**src/rtl/mc_ctrl_pkg.sv**
```systemverilog
// Shared types for the multi-cycle RV32I sequencer: FSM states, opcode values,
// datapath select encodings and the instruction-class decode.
package mc_ctrl_pkg;

  typedef enum logic [2:0] {
    S_IF   = 3'd0,
    S_ID   = 3'd1,
    S_EX   = 3'd2,
    S_MEM  = 3'd3,
    S_WB   = 3'd4,
    S_HALT = 3'd5
  } state_e;

  localparam logic [6:0] OP_R      = 7'b0110011;
  localparam logic [6:0] OP_I_ALU  = 7'b0010011;
  localparam logic [6:0] OP_LUI    = 7'b0110111;
  localparam logic [6:0] OP_AUIPC  = 7'b0010111;
  localparam logic [6:0] OP_LOAD   = 7'b0000011;
  localparam logic [6:0] OP_STORE  = 7'b0100011;
  localparam logic [6:0] OP_BRANCH = 7'b1100011;
  localparam logic [6:0] OP_JAL    = 7'b1101111;
  localparam logic [6:0] OP_JALR   = 7'b1100111;
  localparam logic [6:0] OP_SYSTEM = 7'b1110011;

  typedef enum logic [1:0] {
    WB_ALUOUT = 2'd0,
    WB_MDR    = 2'd1,
    WB_PC     = 2'd2
  } wb_sel_e;

  typedef enum logic [1:0] {
    SRC_A_PC   = 2'd0,
    SRC_A_RS1  = 2'd1,
    SRC_A_ZERO = 2'd2
  } src_a_e;

  typedef enum logic [1:0] {
    SRC_B_RS2  = 2'd0,
    SRC_B_IMM  = 2'd1,
    SRC_B_FOUR = 2'd2
  } src_b_e;

  typedef enum logic [1:0] {
    ALU_ADD   = 2'd0,
    ALU_FUNCT = 2'd1,
    ALU_BR    = 2'd2
  } alu_op_e;

  typedef enum logic [3:0] {
    C_R, C_I_ALU, C_LUI, C_AUIPC, C_LOAD, C_STORE,
    C_BRANCH, C_JAL, C_JALR, C_ECALL, C_UNK
  } cls_e;

  typedef struct packed {
    logic    pc_write;
    logic    pc_source;
    logic    ir_write;
    logic    i_or_d;
    logic    mem_read;
    logic    mem_write;
    logic    mdr_write;
    logic    reg_write;
    wb_sel_e wb_sel;
    src_a_e  alu_src_a;
    src_b_e  alu_src_b;
    alu_op_e alu_ctrl_op;
  } ctrl_t;

  localparam ctrl_t CTRL_IDLE = '0;

  function automatic cls_e decode_cls(input logic [6:0] op);
    cls_e cls;
    case (op)
      OP_R:      cls = C_R;
      OP_I_ALU:  cls = C_I_ALU;
      OP_LUI:    cls = C_LUI;
      OP_AUIPC:  cls = C_AUIPC;
      OP_LOAD:   cls = C_LOAD;
      OP_STORE:  cls = C_STORE;
      OP_BRANCH: cls = C_BRANCH;
      OP_JAL:    cls = C_JAL;
      OP_JALR:   cls = C_JALR;
      OP_SYSTEM: cls = C_ECALL;
      default:   cls = C_UNK;
    endcase
    return cls;
  endfunction

endpackage

```
**src/rtl/mc_perf_counter.sv**
```systemverilog
// Cycle and retired-instruction counters for mc_control_fsm; only built when
// PERF_CNT_EN is defined. Both wrap modulo 2^CNT_W.
module mc_perf_counter #(
  parameter int CNT_W = 32
) (
  input  logic             clk,
  input  logic             reset,
  input  logic             i_cycle_inc,
  input  logic             i_retire_inc,
  output logic [CNT_W-1:0] o_cycle_count,
  output logic [CNT_W-1:0] o_retired_count
);

  logic [CNT_W-1:0] r_cycle;
  logic [CNT_W-1:0] r_retired;

  always_ff @(posedge clk) begin
    if (!reset) begin
      r_cycle   <= '0;
      r_retired <= '0;
    end else begin
      if (i_cycle_inc)  r_cycle   <= r_cycle + CNT_W'(1);
      if (i_retire_inc) r_retired <= r_retired + CNT_W'(1);
    end
  end

  assign o_cycle_count   = r_cycle;
  assign o_retired_count = r_retired;

endmodule

```
**src/rtl/mc_control_fsm.sv**
```systemverilog
// Multi-cycle RV32I sequencer: steps IF/ID/EX/MEM/WB, stalls on memory ready and
// halts on ECALL. Define PERF_CNT_EN to build the cycle/retired counters.
module mc_control_fsm
  import mc_ctrl_pkg::*;
#(
  parameter int CNT_W = 32
) (
  input  logic             clk,
  input  logic             reset,
  input  logic [6:0]       opcode,
  input  logic             bcond,
  input  logic             mem_ready,
  output logic             pc_write,
  output logic             pc_source,
  output logic             ir_write,
  output logic             i_or_d,
  output logic             mem_read,
  output logic             mem_write,
  output logic             mdr_write,
  output logic             reg_write,
  output logic [1:0]       wb_sel,
  output logic [1:0]       alu_src_a,
  output logic [1:0]       alu_src_b,
  output logic [1:0]       alu_ctrl_op,
  output logic             is_halted,
  output logic [2:0]       state_dbg,
  output logic [CNT_W-1:0] cycle_count,
  output logic [CNT_W-1:0] retired_count
);

  state_e r_state;
  state_e w_next;
  cls_e   r_cls;
  cls_e   w_id_cls;
  ctrl_t  w_ctrl;
  ctrl_t  w_out;

  // The opcode is decoded once in ID; later states work from the latched class.
  assign w_id_cls = decode_cls(opcode);

  // NOTE: state flops use non-blocking assignments so every flop updates from pre-edge values.
  always_ff @(posedge clk) begin
    if (!reset) begin
      r_state <= S_IF;
      r_cls   <= C_UNK;
    end else begin
      r_state <= w_next;
      if (r_state == S_ID) r_cls <= w_id_cls;
    end
  end

  // NOTE: next state and every control field get a default first, so no latch is inferred.
  always_comb begin
    w_next = r_state;
    w_ctrl = CTRL_IDLE;
    case (r_state)
      S_IF: begin
        w_ctrl.mem_read  = 1'b1;
        w_ctrl.alu_src_a = SRC_A_PC;
        w_ctrl.alu_src_b = SRC_B_FOUR;
        if (mem_ready) begin
          w_ctrl.ir_write = 1'b1;
          w_ctrl.pc_write = 1'b1;
          w_next          = S_ID;
        end
      end
      S_ID: begin
        // old_pc + imm lands in ALUOut for branch/JAL targets and AUIPC.
        w_ctrl.alu_src_a = SRC_A_PC;
        w_ctrl.alu_src_b = SRC_B_IMM;
        case (w_id_cls)
          C_ECALL: w_next = S_HALT;
          C_AUIPC: w_next = S_WB;
          C_UNK:   w_next = S_IF;
          default: w_next = S_EX;
        endcase
      end
      S_EX: begin
        w_next = S_IF;
        case (r_cls)
          C_R: begin
            w_ctrl.alu_src_a   = SRC_A_RS1;
            w_ctrl.alu_src_b   = SRC_B_RS2;
            w_ctrl.alu_ctrl_op = ALU_FUNCT;
            w_next             = S_WB;
          end
          C_I_ALU: begin
            w_ctrl.alu_src_a   = SRC_A_RS1;
            w_ctrl.alu_src_b   = SRC_B_IMM;
            w_ctrl.alu_ctrl_op = ALU_FUNCT;
            w_next             = S_WB;
          end
          C_LUI: begin
            w_ctrl.alu_src_a = SRC_A_ZERO;
            w_ctrl.alu_src_b = SRC_B_IMM;
            w_next           = S_WB;
          end
          C_LOAD, C_STORE: begin
            w_ctrl.alu_src_a = SRC_A_RS1;
            w_ctrl.alu_src_b = SRC_B_IMM;
            w_next           = S_MEM;
          end
          C_BRANCH: begin
            w_ctrl.alu_src_a   = SRC_A_RS1;
            w_ctrl.alu_src_b   = SRC_B_RS2;
            w_ctrl.alu_ctrl_op = ALU_BR;
            if (bcond) begin
              w_ctrl.pc_write  = 1'b1;
              w_ctrl.pc_source = 1'b1;
            end
          end
          C_JAL: begin
            // PC already holds old_pc + 4, which is the link value.
            w_ctrl.reg_write = 1'b1;
            w_ctrl.wb_sel    = WB_PC;
            w_ctrl.pc_write  = 1'b1;
            w_ctrl.pc_source = 1'b1;
          end
          C_JALR: begin
            // Link and jump share one edge; both read pre-edge values, so rd == rs1 is safe.
            w_ctrl.alu_src_a = SRC_A_RS1;
            w_ctrl.alu_src_b = SRC_B_IMM;
            w_ctrl.reg_write = 1'b1;
            w_ctrl.wb_sel    = WB_PC;
            w_ctrl.pc_write  = 1'b1;
            w_ctrl.pc_source = 1'b0;
          end
          default: w_next = S_IF;
        endcase
      end
      S_MEM: begin
        w_ctrl.i_or_d = 1'b1;
        if (r_cls == C_LOAD) begin
          w_ctrl.mem_read = 1'b1;
          if (mem_ready) begin
            w_ctrl.mdr_write = 1'b1;
            w_next           = S_WB;
          end
        end else begin
          w_ctrl.mem_write = 1'b1;
          if (mem_ready) w_next = S_IF;
        end
      end
      S_WB: begin
        w_ctrl.reg_write = 1'b1;
        if (r_cls == C_LOAD) w_ctrl.wb_sel = WB_MDR;
        else                 w_ctrl.wb_sel = WB_ALUOUT;
        w_next = S_IF;
      end
      S_HALT:  w_next = S_HALT;
      default: w_next = S_IF;
    endcase
  end

  // Holding reset low silences every strobe at once, so an abandoned store never writes.
  assign w_out = reset ? w_ctrl : CTRL_IDLE;

  assign pc_write    = w_out.pc_write;
  assign pc_source   = w_out.pc_source;
  assign ir_write    = w_out.ir_write;
  assign i_or_d      = w_out.i_or_d;
  assign mem_read    = w_out.mem_read;
  assign mem_write   = w_out.mem_write;
  assign mdr_write   = w_out.mdr_write;
  assign reg_write   = w_out.reg_write;
  assign wb_sel      = w_out.wb_sel;
  assign alu_src_a   = w_out.alu_src_a;
  assign alu_src_b   = w_out.alu_src_b;
  assign alu_ctrl_op = w_out.alu_ctrl_op;
  assign is_halted   = (r_state == S_HALT);
  assign state_dbg   = r_state;

`ifdef PERF_CNT_EN
  logic w_cycle_inc;
  logic w_retire;

  assign w_cycle_inc = (r_state != S_HALT);
  // Retire on the final step back to IF, or on ID -> HALT for ECALL.
  assign w_retire = ((r_state != S_IF) && (r_state != S_HALT) && (w_next == S_IF)) ||
                    ((r_state == S_ID) && (w_next == S_HALT));

  mc_perf_counter #(
    .CNT_W(CNT_W)
  ) u_perf (
    .clk             (clk),
    .reset           (reset),
    .i_cycle_inc     (w_cycle_inc),
    .i_retire_inc    (w_retire),
    .o_cycle_count   (cycle_count),
    .o_retired_count (retired_count)
  );
`else
  assign cycle_count   = '0;
  assign retired_count = '0;
`endif

endmodule
```
**config.mk**
```make
export PLATFORM = sky130hd
export DESIGN_NAME = mc_control_fsm
export DESIGN_NICKNAME = d
export VERILOG_FILES = /design/src/rtl/mc_ctrl_pkg.sv /design/src/rtl/mc_perf_counter.sv /design/src/rtl/mc_control_fsm.sv
export SDC_FILE = /design/constraint.sdc
export NUM_CORES = 1
export LEC_CHECK = 0
export ABC_AREA = 1
export CORE_MARGIN = 2
export CORE_UTILIZATION = 34
export DETAILED_ROUTE_END_ITERATION = 16
export HOLD_SLACK_MARGIN = 0.12
export PLACE_DENSITY = 0.81
export SETUP_SLACK_MARGIN = 0.5
export SLEW_MARGIN = 0
export SYNTH_ARGS = -nofsm -noshare
export SYNTH_HDL_FRONTEND = slang
export SYNTH_HIERARCHICAL = 1
export SYNTH_SLANG_ARGS = --single-unit
```
**constraint.sdc**
```tcl
create_clock -name clk -period 1.55 [get_ports clk]
set_input_delay 0.155 -clock clk [delete_from_list [all_inputs] [get_ports clk]]
set_output_delay 0.155 -clock clk [all_outputs]
set_load 0.05 [all_outputs]
```
# --- Yosys cells after proc, flatten, opt, wreduce, memory -nomap -nowiden ---
# Index checks and enable logic that the tools add are counted.
totals:
  regBits: 7
op_classes:
  eq_ne: 27
  muxes: 28
  reduce_logical: 9
ops:
  columns: ["operator", "n"]
  rows:
  - ["$pmux 4 s10", 1]
  - ["$eq 7x7->1 const B", 4]
  - ["$pmux 4 s3", 2]
  - ["$eq 7x6->1 const B", 3]
  - ["$eq 4x3->1 const B", 4]
  - ["$mux 16", 1]
  - ["$mux 3", 5]
  - ["$pmux 3 s5", 1]
  - ["$eq 7x5->1 const B", 2]
  - ["$eq 4x4->1 const B", 3]
  - ["$pmux 3 s2", 2]
  - ["$pmux 3 s3", 1]
  - ["$eq 4x2->1 const B", 2]
  - ["$mux 1", 8]
  - ["$reduce_or 2->1", 4]
  - ["$eq 7x2->1 const B", 1]
  - ["$eq 3x2->1 const B", 2]
  - ["$eq 3x3->1 const B", 2]
  - ["$mux 2", 3]
  - ["$pmux 2 s3", 1]
  - ["$eq 4x1->1 const B", 1]
  - ["$logic_not 4->1", 1]
  - ["$ne 2x2->1 const B", 2]
  - ["$pmux 1 s2", 2]
  - ["6 further kinds", 6]

# --- Logic depth before layout (Yosys ltp) ---
logic_depth:
  ltp_word: 5
  depth_mapped: 11

# --- Worst setup path before layout ---
# Ideal clock, no wire load.
synth_timing:
  kind: "register to output"
  startpoint: "register r_state[1] (netlist: state_dbg[1])"
  endpoint: "output port alu_src_a[1]"
  arrival_ns: 2.519
  required_time_ns: 1.395
  path_slack_ns: -1.124
  stages_incl_launch_ff: 5
  n_path_buf: 0
  cell_sequence: "dfxtp_1 -> inv_2 -> nor2_4 -> nand2_1 -> nor4_1"
synth_via:
  elab_chain_len: 3
  word_cells_on_any_way: 5
  classes_between: "2 x eq/ne; 2 x mux; 1 x reduce/logical"
synth_rtl:
  columns: ["item", "line_no", "text"]
  rows:
  - ["from (decl)", "mc_control_fsm.sv:31", "state_e r_state;"]
  - ["from (signal assigned)", "mc_control_fsm.sv:47", "r_state <= w_next;"]
  - ["$eq 3x2->1 (tied with other cells)", "mc_control_fsm.sv:56", "case (r_state)"]
  - ["$pmux 4 s3 *", "mc_control_fsm.sv:56", null]
  - ["$mux 16 *", "mc_control_fsm.sv:156", "assign w_out = reset ? w_ctrl : CTRL_IDLE;"]
  - ["to (decl)", "mc_control_fsm.sv:22", "output logic [1:0] alu_src_a,"]
# Every way passes the cells marked *; elsewhere a longest branch is shown, timed or not.

# --- Worst setup path in the final report ---
layout_timing:
  startpoint: "register r_state[0] (netlist: state_dbg[0])"
  endpoint: "output port reg_write"
layout_via:
  elab_chain_len: 3
  word_cells_on_any_way: 4
  classes_between: "2 x eq/ne; 2 x mux"
layout_rtl:
  columns: ["item", "line_no", "text"]
  rows:
  - ["$eq 3x3->1 / $eq 3x2->1 (equally long branches)", "mc_control_fsm.sv:56", null]
  - ["$pmux 3 s2 *", "mc_control_fsm.sv:56", null]
  - ["$mux 16 *", "mc_control_fsm.sv:156", null]
  - ["to (decl)", "mc_control_fsm.sv:20", "output logic reg_write,"]
# Marks and branches as above.

==> results.sh <==
export IMPL_worst_setup_path_type="flop to primary output"
export IMPL_synth_area_per_cell_um2=6.21
export IMPL_grt_use_total=0.151
export IMPL_hold_slack_ns=0.367
export IMPL_yosys_area_share_adder=0
export IMPL_hp_start="opcode[6]"
export IMPL_clock_sinks=7
export IMPL_yosysSeqAreaShare=0.113
export IMPL_tritoncts="done"
export IMPL_die_x_um=64.3
export IMPL_critPathLaunch="state_dbg[0]"
export IMPL_place_hpwl_mm=2.35
export IMPL_die_y_um=64.3
export IMPL_drive_above_1_share=0.504
export IMPL_wl_mm=3.60
export IMPL_rows=21
export IMPL_drc=0
export IMPL_r2r_cells=11
export IMPL_grt_pass1_vias=1114
export IMPL_synth_area_leaders="buf_4 39%, dfxtp_1 11%, nand2_1 7.9%"
export IMPL_initial_core_util=0.362
export IMPL_fin_crit_sh=1.10
export IMPL_startpoint_type="flop"
export IMPL_synth_compound_area_frac=0.105
export IMPL_cp_arrival_ns=1.55
export IMPL_tns_ns=-1.01
export IMPL_maxCapViolations=0
export IMPL_drtPass1Iterations=4
export IMPL_drt_initial_drc_count=36
export IMPL_fmax_mhz=587
export IMPL_clk_pin_slew_worst_paths_ns=0.05
export IMPL_p_comb_frac=0.656
export IMPL_path_common_cell="nor2_4"
export IMPL_slew_violations=0
export IMPL_final_core_util=0.645
export IMPL_hold_class="input port to flop"
export IMPL_drtAntennaViolNets=0
export IMPL_worstSetupEndpointType="primary output"
export IMPL_netlist_instances=199
export IMPL_yosysWarnings=6
export IMPL_viasPerCell=4.22
export IMPL_n_antenna_cell=0
export IMPL_path_delay_family="simple AND/OR/NAND/NOR gates"
export IMPL_synth_top_family_by_area="buffers and inverters"
export IMPL_worstReg2RegStart="state_dbg[0]"
export IMPL_die_area_um2=4130
export IMPL_cts_root_buf="clkbuf_4"
export IMPL_finalWorstPathRequiredPeriod_ns=1.70
export IMPL_crit_slowest_cell="dfxtp_4"
export IMPL_p_per_area_nw_per_um2=500
export IMPL_grt_pass1_wl_mm=4.90
export IMPL_ys_seq_elements=7
export IMPL_hold_path_endpoint="r_cls[1]"
export IMPL_fill_cells=263
export IMPL_finalSetupViolations=12
export IMPL_power_leakage_nw=1.02
export IMPL_clkLatencyLatePin_ns=0.25
export IMPL_globalplace_congestion=0.828
export IMPL_dp_slack_ns=-0.0797
export IMPL_finClkSkew_ns=0.00282
export IMPL_coreArea_um2=3420
export IMPL_io_pins=95
export IMPL_numCtsBuffers=3
export IMPL_clock_path_buffers=2
export IMPL_finalHoldViolCount=0
export IMPL_ys_types=26
export IMPL_seqPwrFrac=0.196
export IMPL_crit_chain="nor2_4 -> inv_2 -> nor2_4 -> buf_6 -> nand2_2 -> o21ai_4 -> buf_12"
export IMPL_port_buffers=30
export IMPL_fin_nets=274
export IMPL_rsz0062_at_grt="yes"
export IMPL_r2r_end="state_dbg[2]"
export IMPL_cp_buffers_inverters=3
export IMPL_status="finished, violations left"
export IMPL_p_clk_frac=0.148
export IMPL_muxShareOfSynthArea=0
export IMPL_r2r_slack_ns=0.06
export IMPL_path_depth=7
export IMPL_synthXorXnorAreaFrac=0
export IMPL_cp_max_fo=4
export IMPL_syn_cell_area_um2=1240
export IMPL_max_stage_delay_ns=0.37
export IMPL_yosysTopAreaCell="buf_4"
export IMPL_htree_levels=1
export IMPL_power_switching_w=0.000654
export IMPL_synth_top_area_frac=0.389
export IMPL_num_vias=1299
export IMPL_grt_ovfl_total=0
export IMPL_crit_required_ns=1.39
export IMPL_antenna_found_initial=0
export IMPL_holdPathStages=5
export IMPL_finalWorstSetupSlack_ns=-0.153
export IMPL_p_int_w=0.000447
export IMPL_wl_per_cell_um=11.7
export IMPL_switching_share=0.594
export IMPL_syn_to_final_growth_pct=78.2
export IMPL_synth_simple_area_share=0.320
export IMPL_ir_drop_mv=0.243
export IMPL_violations="setup timing"
export IMPL_grt_max_degree=11
cells by family (layout without fill, tap and decap cells):
| family | Yosys count | in the layout |
|---|---|---|
| compound gates | 23 | 23 |
| other cells | 1 | 64 |
| buf+inv | 87 | 87 |
| simple gates | 81 | 81 |
| flops | 7 | 7 |
cells in the mapped netlist (all sizes together):
master and n:
a211oi 1, o21a 1, a31o 1, dfxtp 7
o31ai 1, nor4 1, nor3 9, a21oi 7
buf 65, o21ai 12, nor2 32, conb 1
inv 22, nand3b 2, nand4 2, nand2 30
nand3 5
cell usage in the layout, fill, tap and decap left out, types with 4 or more instances in the layout:
cell type | Yosys | final
nand2_2 | 4 | 7
buf_6 | 0 | 8
o21ai_1 | 5 | 4
inv_1 | 17 | 8
nor2_4 | 2 | 16
nor3_4 | 1 | 7
nand2_1 | 26 | 17
buf_12 | 0 | 18
dlygate4sd2_1 | 0 | 7
inv_2 | 5 | 9
buf_4 | 64 | 25
conb_1 | 1 | 64
dfxtp_4 | 0 | 6
nor2_1 | 23 | 10
a21oi_1 | 6 | 4
nor2_2 | 7 | 6
metal layers:
layer  routed length (µm)  global-route usage
met1                 1240               0.149
met5                    0                   0
met3                  239              0.0176
met2                 1990               0.297
met4                  130              0.0904
worst min-delay path, stage by stage:
cell and delay, ns:
clkbuf_2 0.15, nor2_4 0.06, nor2_4 0.12, a21oi_2 0.06, o21ai_0 0.05
timing repair:
| item | 4_1_cts | 5_1_grt |
|---|---|---|
| gates resized for setup | 44 | 33 |
| pin swaps | 23 | 22 |
| hold buffers | 0 | 0 |
| setup buffers | 10 | 10 |
| endpoints found under the setup margin | 24 | 24 |
| hold endpoints to repair | 0 | 0 |
sequential cells by signal, summed over array words and instances (netlist names):
| signal | flops |
|---|---|
| state_dbg | 3 |
| r_cls | 4 |
worst max path at each step:
stage,endpoint
after CTS,alu_src_b[0]
final,reg_write
after floorplan,alu_src_a[1]
after global routing,reg_write
after global placement,mem_write
after detailed placement,mem_write
per-stage QoR:
| step | instance area, µm² | cells | power [W] |
|---|---|---|---|
| 2_1_floorplan | 1670 | 262 | 0.000843 |
| 3_3_place_gp | 1800 | 284 | 0.000828 |
| 3_5_place_dp | 1800 | 284 | 0.000834 |
| 4_1_cts | 2010 | 298 | 0.00104 |
| 5_1_grt | 2200 | 308 | 0.00115 |
| 6_report | 2200 | 308 | 0.00110 |
area by class of cell:
class	instances	area, µm²	area share
clock buffers	4	26.3	0.0119
inverters	22	105	0.0477
flip-flops and latches	7	164	0.0744
repair buffers	61	724	0.329
multi-input cells	168	1130	0.511
well taps	46	57.6	0.0261
power by group through the flow:
| stage | clock (W) | combinational, W | sequential (W) |
|---|---|---|---|
| after floorplan | 0 | 0.000623 | 0.000221 |
| final | 0.000163 | 0.000723 | 0.000216 |
| after global routing | 0.000177 | 0.000753 | 0.000217 |
| after CTS | 0.000167 | 0.000670 | 0.000208 |
| after global placement | 0 | 0.000614 | 0.000213 |
| after detailed placement | 0 | 0.000620 | 0.000214 |
Power figures use the tool's default switching activity.
